**config.mk**
```make
export PLATFORM = sky130hd
export DESIGN_NAME = mha_softmax_path_arbiter
export DESIGN_NICKNAME = d
export VERILOG_FILES = /design/src/rtl/mha_softmax_path_arbiter.sv
export SDC_FILE = /design/constraint.sdc
export NUM_CORES = 1
export LEC_CHECK = 0
export BUFFER_PORTS_ARGS = -buffer_cell sky130_fd_sc_hd__buf_4
export CORE_ASPECT_RATIO = 0.9
export CORE_MARGIN = 4
export CORE_UTILIZATION = 51
export CTS_CLUSTER_DIAMETER = 200
export DETAILED_ROUTE_END_ITERATION = 16
export PLACE_DENSITY_LB_ADDON = 0.3
export SETUP_SLACK_MARGIN = 0.3
export SYNTH_ARGS = -nofsm -noshare
export SYNTH_HDL_FRONTEND = slang
export SYNTH_SLANG_ARGS = --single-unit
```
**constraint.sdc**
```tcl
create_clock -name clk -period 3.6 [get_ports clk]
set_input_delay 0.72 -clock clk [delete_from_list [all_inputs] [get_ports clk]]
set_output_delay 0.72 -clock clk [all_outputs]
set_load 0.01 [all_outputs]
```
**src/rtl/mha_softmax_path_arbiter.sv**
```systemverilog
// Round-robin arbiter sharing one softmax + R2B path between attention heads.
// A head holds the grant for a whole slice; the path is drained and reset before re-arbitration.
module mha_softmax_path_arbiter #(
  parameter int NUM_HEADS      = 4,
  parameter int ROWS_PER_SLICE = 4,
  parameter int TILES_PER_ROW  = 2,
  localparam int HW = (NUM_HEADS > 1) ? $clog2(NUM_HEADS) : 1,
  localparam int RW = (ROWS_PER_SLICE > 1) ? $clog2(ROWS_PER_SLICE) : 1,
  localparam int TW = (TILES_PER_ROW > 1) ? $clog2(TILES_PER_ROW) : 1
) (
  input  logic                 clk,
  input  logic                 rst_n,
  input  logic [NUM_HEADS-1:0] head_req,
  input  logic [NUM_HEADS-1:0] head_beat_valid,
  output logic [NUM_HEADS-1:0] head_beat_ready,
  output logic                 path_valid,
  input  logic                 path_ready,
  output logic [HW-1:0]        path_sel,
  output logic [RW-1:0]        path_row_idx,
  output logic [TW-1:0]        path_tile_idx,
  output logic                 path_last,
  input  logic                 path_done,
  output logic                 path_rst_n,
  output logic [NUM_HEADS-1:0] head_done,
  output logic                 busy,
  output logic                 err
);

  typedef enum logic [1:0] {IDLE, STREAM, DRAIN, FLUSH} state_t;

  localparam logic [RW-1:0]        ROW_LAST  = RW'(ROWS_PER_SLICE - 1);
  localparam logic [TW-1:0]        TILE_LAST = TW'(TILES_PER_ROW - 1);
  localparam logic [HW-1:0]        HEAD_LAST = HW'(NUM_HEADS - 1);
  localparam logic [NUM_HEADS-1:0] HEAD_ONE  = {{(NUM_HEADS-1){1'b0}}, 1'b1};

  state_t               state_q, state_d;
  logic [HW-1:0]        gidx_q, gidx_d;
  logic [HW-1:0]        rr_ptr_q, rr_ptr_d;
  logic [RW-1:0]        row_q, row_d;
  logic [TW-1:0]        tile_q, tile_d;
  logic                 err_q, err_d;
  logic [NUM_HEADS-1:0] head_done_q, head_done_d;
  logic                 path_rst_n_q, path_rst_n_d;

  logic                 pick_found;
  logic [HW-1:0]        pick_idx;
  logic                 xfer;
  logic                 last_beat;

  // Rotating priority search starting at rr_ptr.
  always_comb begin
    int c;
    c          = 0;
    pick_found = 1'b0;
    pick_idx   = '0;
    for (int k = 0; k < NUM_HEADS; k++) begin
      c = int'(rr_ptr_q) + k;
      if (c >= NUM_HEADS) c = c - NUM_HEADS;
      if (!pick_found && head_req[c]) begin
        pick_found = 1'b1;
        pick_idx   = HW'(c);
      end
    end
  end

  assign last_beat       = (row_q == ROW_LAST) && (tile_q == TILE_LAST);
  assign path_valid      = (state_q == STREAM) && head_beat_valid[gidx_q];
  assign head_beat_ready = ((state_q == STREAM) && path_ready) ? (HEAD_ONE << gidx_q) : '0;
  assign xfer            = path_valid && path_ready;
  assign path_last       = (state_q == STREAM) && last_beat;

  always_comb begin
    state_d  = state_q;
    gidx_d   = gidx_q;
    rr_ptr_d = rr_ptr_q;
    row_d    = row_q;
    tile_d   = tile_q;
    case (state_q)
      IDLE: begin
        if (pick_found) begin
          gidx_d  = pick_idx;
          row_d   = '0;
          tile_d  = '0;
          state_d = STREAM;
        end
      end
      STREAM: begin
        if (xfer) begin
          if (last_beat) begin
            row_d   = '0;
            tile_d  = '0;
            state_d = DRAIN;
          end else if (row_q == ROW_LAST) begin
            row_d  = '0;
            tile_d = tile_q + TW'(1);
          end else begin
            row_d = row_q + RW'(1);
          end
        end
      end
      DRAIN: begin
        if (path_done) state_d = FLUSH;
      end
      FLUSH: begin
        rr_ptr_d = (gidx_q == HEAD_LAST) ? '0 : gidx_q + HW'(1);
        state_d  = IDLE;
      end
      default: state_d = IDLE;
    endcase
  end

  // Stray completions and a granted head withdrawing its request are both latched.
  always_comb begin
    err_d        = err_q
                 | (path_done && (state_q != DRAIN))
                 | ((state_q == STREAM) && !head_req[gidx_q]);
    head_done_d  = (state_d == FLUSH) ? (HEAD_ONE << gidx_q) : '0;
    path_rst_n_d = (state_d != FLUSH);
  end

  always_ff @(posedge clk) begin
    if (!rst_n) begin
      state_q      <= IDLE;
      gidx_q       <= '0;
      rr_ptr_q     <= '0;
      row_q        <= '0;
      tile_q       <= '0;
      err_q        <= 1'b0;
      head_done_q  <= '0;
      path_rst_n_q <= 1'b0;
    end else begin
      state_q      <= state_d;
      gidx_q       <= gidx_d;
      rr_ptr_q     <= rr_ptr_d;
      row_q        <= row_d;
      tile_q       <= tile_d;
      err_q        <= err_d;
      head_done_q  <= head_done_d;
      path_rst_n_q <= path_rst_n_d;
    end
  end

  assign path_sel      = gidx_q;
  assign path_row_idx  = row_q;
  assign path_tile_idx = tile_q;
  assign path_rst_n    = path_rst_n_q;
  assign head_done     = head_done_q;
  assign busy          = (state_q != IDLE);
  assign err           = err_q;

endmodule

```
# After elaboration in Yosys (flattened, before gate mapping)
# Cells that the tools add are included.
word_totals:
  register_bits: 15
  in_bits: 12
  word_cells: 107
  out_inout_bits: 18
classes:
  eq_ne: 11
  magnitude_cmp: 9
  shift: 1
  addsub: 10
  n_bitwise: 2
  mux: 45
  reduce_logical: 21
op_table:
  columns: ["operator", "count"]
  rows:
  - ["$lt 32x4->1 const B", 4]
  - ["$mux 32", 4]
  - ["$mux 2", 13]
  - ["$mux 1", 18]
  - ["$bmux 1 s2", 6]
  - ["$sub 3x3->4 const B", 3]
  - ["$eq 2x2->1 const B", 5]
  - ["$logic_and 1x1->1", 10]
  - ["$ge 3x3->1 const B", 3]
  - ["$ne 2x2->1 const B", 4]
  - ["$pmux 2 s4", 1]
  - ["$add 2x2->3 const B", 2]
  - ["$add 2x1->2 const B", 2]
  - ["$logic_not 1->1", 4]
  - ["$mux 4", 1]
  - ["$pmux 2 s2", 1]
  - ["$reduce_and 2->1", 2]
  - ["$reduce_and 4->1", 1]
  - ["$reduce_bool 2->1", 2]
  - ["$shl 1x2->4 const A", 1]
  - ["$sub 2x3->4 const B", 1]
  - ["$add 2x1->3 const B", 1]
  - ["$ge 2x3->1 const B", 1]
  - ["$lt 2x3->1 const B", 1]
  - ["7 further kinds", 8]

# Depth between registers and ports, before layout
logic_depth:
  word_depth: 19
  mapped_depth: 4
  depth_no_buf: 4

# Least setup slack after synthesis
# No wires, ideal clock.
synth_path:
  path_type: "input port to output port"
  start: "input port head_beat_valid[3]"
  end: "output port path_valid"
  required_time_ns: 2.880
  path_buffers: 0
  arrival_time_ns: 1.442
  slack_ns: 1.438
  cell_stages: 2
  cell_sequence: "mux4_2 -> and2_2"
synth_between:
  elab_chain_len: 3
synth_lines:
  columns: ["item", "line", "rtl"]
  rows:
  - ["start: declaration", "14", "input logic [NUM_HEADS-1:0] head_beat_valid,"]
  - ["$bmux 1 s2", "67", "assign path_valid = (state_q == STREAM) && head_beat_valid[gidx_q];"]
  - ["$mux 1 (implied by the code)", "67", null]
  - ["$logic_and 1x1->1", "67", null]
  - ["end: declaration", "16", "output logic path_valid,"]
# No other way between the ends. The select of a mux whose other input is x is not followed.

# Worst setup path after layout
layout_path:
  start: "register gidx_q[0] (netlist: path_sel[0])"
  end: "output port path_valid"
layout_between:
  elab_chain_len: 3
layout_lines:
  columns: ["item", "line", "rtl"]
  rows:
  - ["start: declaration", "37", "logic [HW-1:0] gidx_q, gidx_d;"]
  - ["start signal: assignment", "133", "gidx_q <= gidx_d;"]
  - ["$bmux 1 s2", "67", null]
  - ["$mux 1 (implied by the code)", "67", null]
  - ["$logic_and 1x1->1", "67", null]
# No other way between the ends. The select of a mux whose other input is x is not followed.

==> metrics.yaml <==
status: "finished clean"
vias: 761
hpwl_mm: 1.41
yosysWarnings: 0
wl_per_cell_um: 13.0
fin_setup_tns_ns: 0
path_buf_inv: 1
cts-buffers-inserted: 3
gp_congestion: 0.785
leakage_nw: 0.485
period_needed_ns: 2.51
power_density_mw_per_mm2: 334
vias_per_cell: 5.36
grt_setup_unrepaired: "false"
timing.final.crit_share: 0.696
cts_hold_buf: 0
final_nets: 139
grt_pass1_vias: 731
synth_edf_count: 0
critPathTopFamily: "multiplexers"
totalPowerFinal_w: 0.000372
netlist_area_um2: 850
crit_path_max_fanout: 8
timing_worst_setup_path_type: "reg2out"
avgSynthCellArea_um2: 9.65
skew_ns: 0.00189
drc: 0
ant_nets: 0
die-area_mm2: 0.00238
cp-end-kind: "output port"
synth_seq_area_share: 0.353
die_y_um: 46.7
ys_async_sr_fraction: 0
path_cells: "mux4_2 -> and2_2 -> buf_4"
worst_slew_pin_slew_ns: 0.376
grt_usage: 0.170
netlist_instances: 88
holdPathStages: 2
design_area_mm2: 0.00111
startpoint: "path_sel[0]$_SDFFE_PN0P_"
rr_worst_depth: 4
cts_buffer_depth: 2
core_mm2: 0.00151
h-tree-depth: 1
grt_max_degree: 17
cts_tree: "done"
grt_pass1_wl_mm: 2.94
synth-seq-cells: 15
cts_sinks: 15
synthToLayoutAreaGrowth_pct: 31.2
synthFlopType: "dfxtp_1"
finalHoldViolCount: 0
crit_arrival_ns: 1.79
cts_resized: 0
antenna_found_initial: 0
syn-num-nets: 106
place_area_mm2: 0.00109
cts_setup_buffers: 0
first_pass_iters: 4
cp.required_ns: 2.88
insertion_delay_ns: 0.29
cpPeakStageDelay_ns: 0.62
path_clk_slew_ns: 0.09
timing.slew.headroom: 0.749
critical-path-slowest-cell: "mux4_2"
routed_wirelength_mm: 1.84
synth_cell_types: 34
initial_core_util: 0.562
first_iter_violations: 6
die_w_um: 51.0
worstHoldStart: "err$_SDFF_PN0_"
rows: 13
drive_gt1_frac: 0.342
diodes: 0
start_kind: "register"
overflow: 0
io_pins: 30
io_buffer_count: 29
peakVddDrop_v: 0.000222
finalSetupViolCount: 0
cap_viol_max_count: 0
max_clock_freq_mhz: 399
rr_startpoint: "path_sel[0]$_SDFFE_PN0P_"
path_depth: 3
slew_violations: 0
cts_root_buf: "clkbuf_4"
hold_path_class: "reg2reg"
## worst min-delay path: cells and delay by family, from the launching register on
| family | cells | cell delay [ns] |
|---|---|---|
| flops | 1 | 0.34 |
| compound gates | 2 | 0.14 |
## per-stage QoR
| stage | instances | hold slack (ns) | worst slack, ns | util |
|---|---|---|---|---|
| after global placement | 138 | 0.488 | 1.21 | 0.719 |
| after global routing | 142 | 0.552 | 1.02 | 0.737 |
| final | 142 | 0.512 | 1.09 | 0.737 |
| after detailed placement | 138 | 0.493 | 1.20 | 0.719 |
| after CTS | 142 | 0.517 | 1.09 | 0.737 |
| after floorplan | 88 | 0.502 | 1.44 | - |
## flip-flops by register name (all words and copies together) (netlist names)
signal and count:
err 1, head_done 4, path_row_idx 2, path_rst_n 1, path_sel 2, path_tile_idx 1
rr_ptr_q 2, state_q 2
## worst paths after layout
path	to	slack [ns]
worst max-delay path	path_valid	1.09
worst min-delay path	err$_SDFF_PN0_	0.51
worst max register to register	path_tile_idx$_SDFFE_PN0P_	1.96
worst min register to register	err$_SDFF_PN0_	0.51
## cells in the final DEF, fill, tap and decap left out, types with 2 or more instances in the layout
master    instances
and3_1            2
dfxtp_1          15
nand2_1           6
nand3_1           6
inv_1             4
ha_1              6
o21ai_0           5
a21oi_1           4
a21boi_0          4
nor2_1            4
nor2b_1           2
clkbuf_4          3
buf_4            29
and2_1            8
## cells in the mapped netlist (2+ instances only)
master / count / area [um2]
dfxtp_1: 15 / 300
and2_1: 8 / 50.1
ha_1: 6 / 75.1
nand2_1: 6 / 22.5
nand3_1: 6 / 30.0
o21ai_0: 5 / 25.0
a21boi_0: 4 / 30.0
a21oi_1: 4 / 20.0
inv_1: 4 / 15.0
nor2_1: 4 / 15.0
and3_1: 2 / 12.5
nor2b_1: 2 / 12.5
## cells by family (layout without fill, tap and decap cells)
| logic type | count (synthesis) | after routing | synth area share |
|---|---|---|---|
| adder cells (fa/ha/maj) | 6 | 6 | 0.0884 |
| buffers and inverters | 5 | 37 | 0.0265 |
| AO/OA/AOI/OAI | 21 | 21 | 0.189 |
| AND/OR/NAND/NOR | 38 | 38 | 0.274 |
| flip-flops | 15 | 15 | 0.353 |
| multiplexers | 3 | 3 | 0.0692 |
## area by class of cell
| class | instances | area [um2] |
|---|---|---|
| Multi-Input combinational cell | 68 | 527 |
| Fill cell | 121 | 398 |
| Sequential cell | 15 | 300 |
| Timing Repair Buffer | 29 | 218 |
| Tap cell | 22 | 27.5 |
| Clock buffer | 3 | 22.5 |
| Inverter | 4 | 15.0 |
| Clock inverter | 1 | 5.00 |
## where the power goes
group          switching (W)  internal (W)  leakage (nW)
combinational      0.0000416     0.0000466         0.345
sequential         0.0000105      0.000173         0.122
clock              0.0000590     0.0000414        0.0177
## per-layer routing
layer / vias to the layer above / share of wire / global-route usage
li1: 383 / - / -
met1: 350 / 0.44 / 0.184
met2: 23 / 0.48 / 0.308
met3: 5 / 0.059 / 0.0647
met4: 0 / 0.016 / 0.0645
met5: - / 0 / 0
Power figures use the tool's default switching activity.
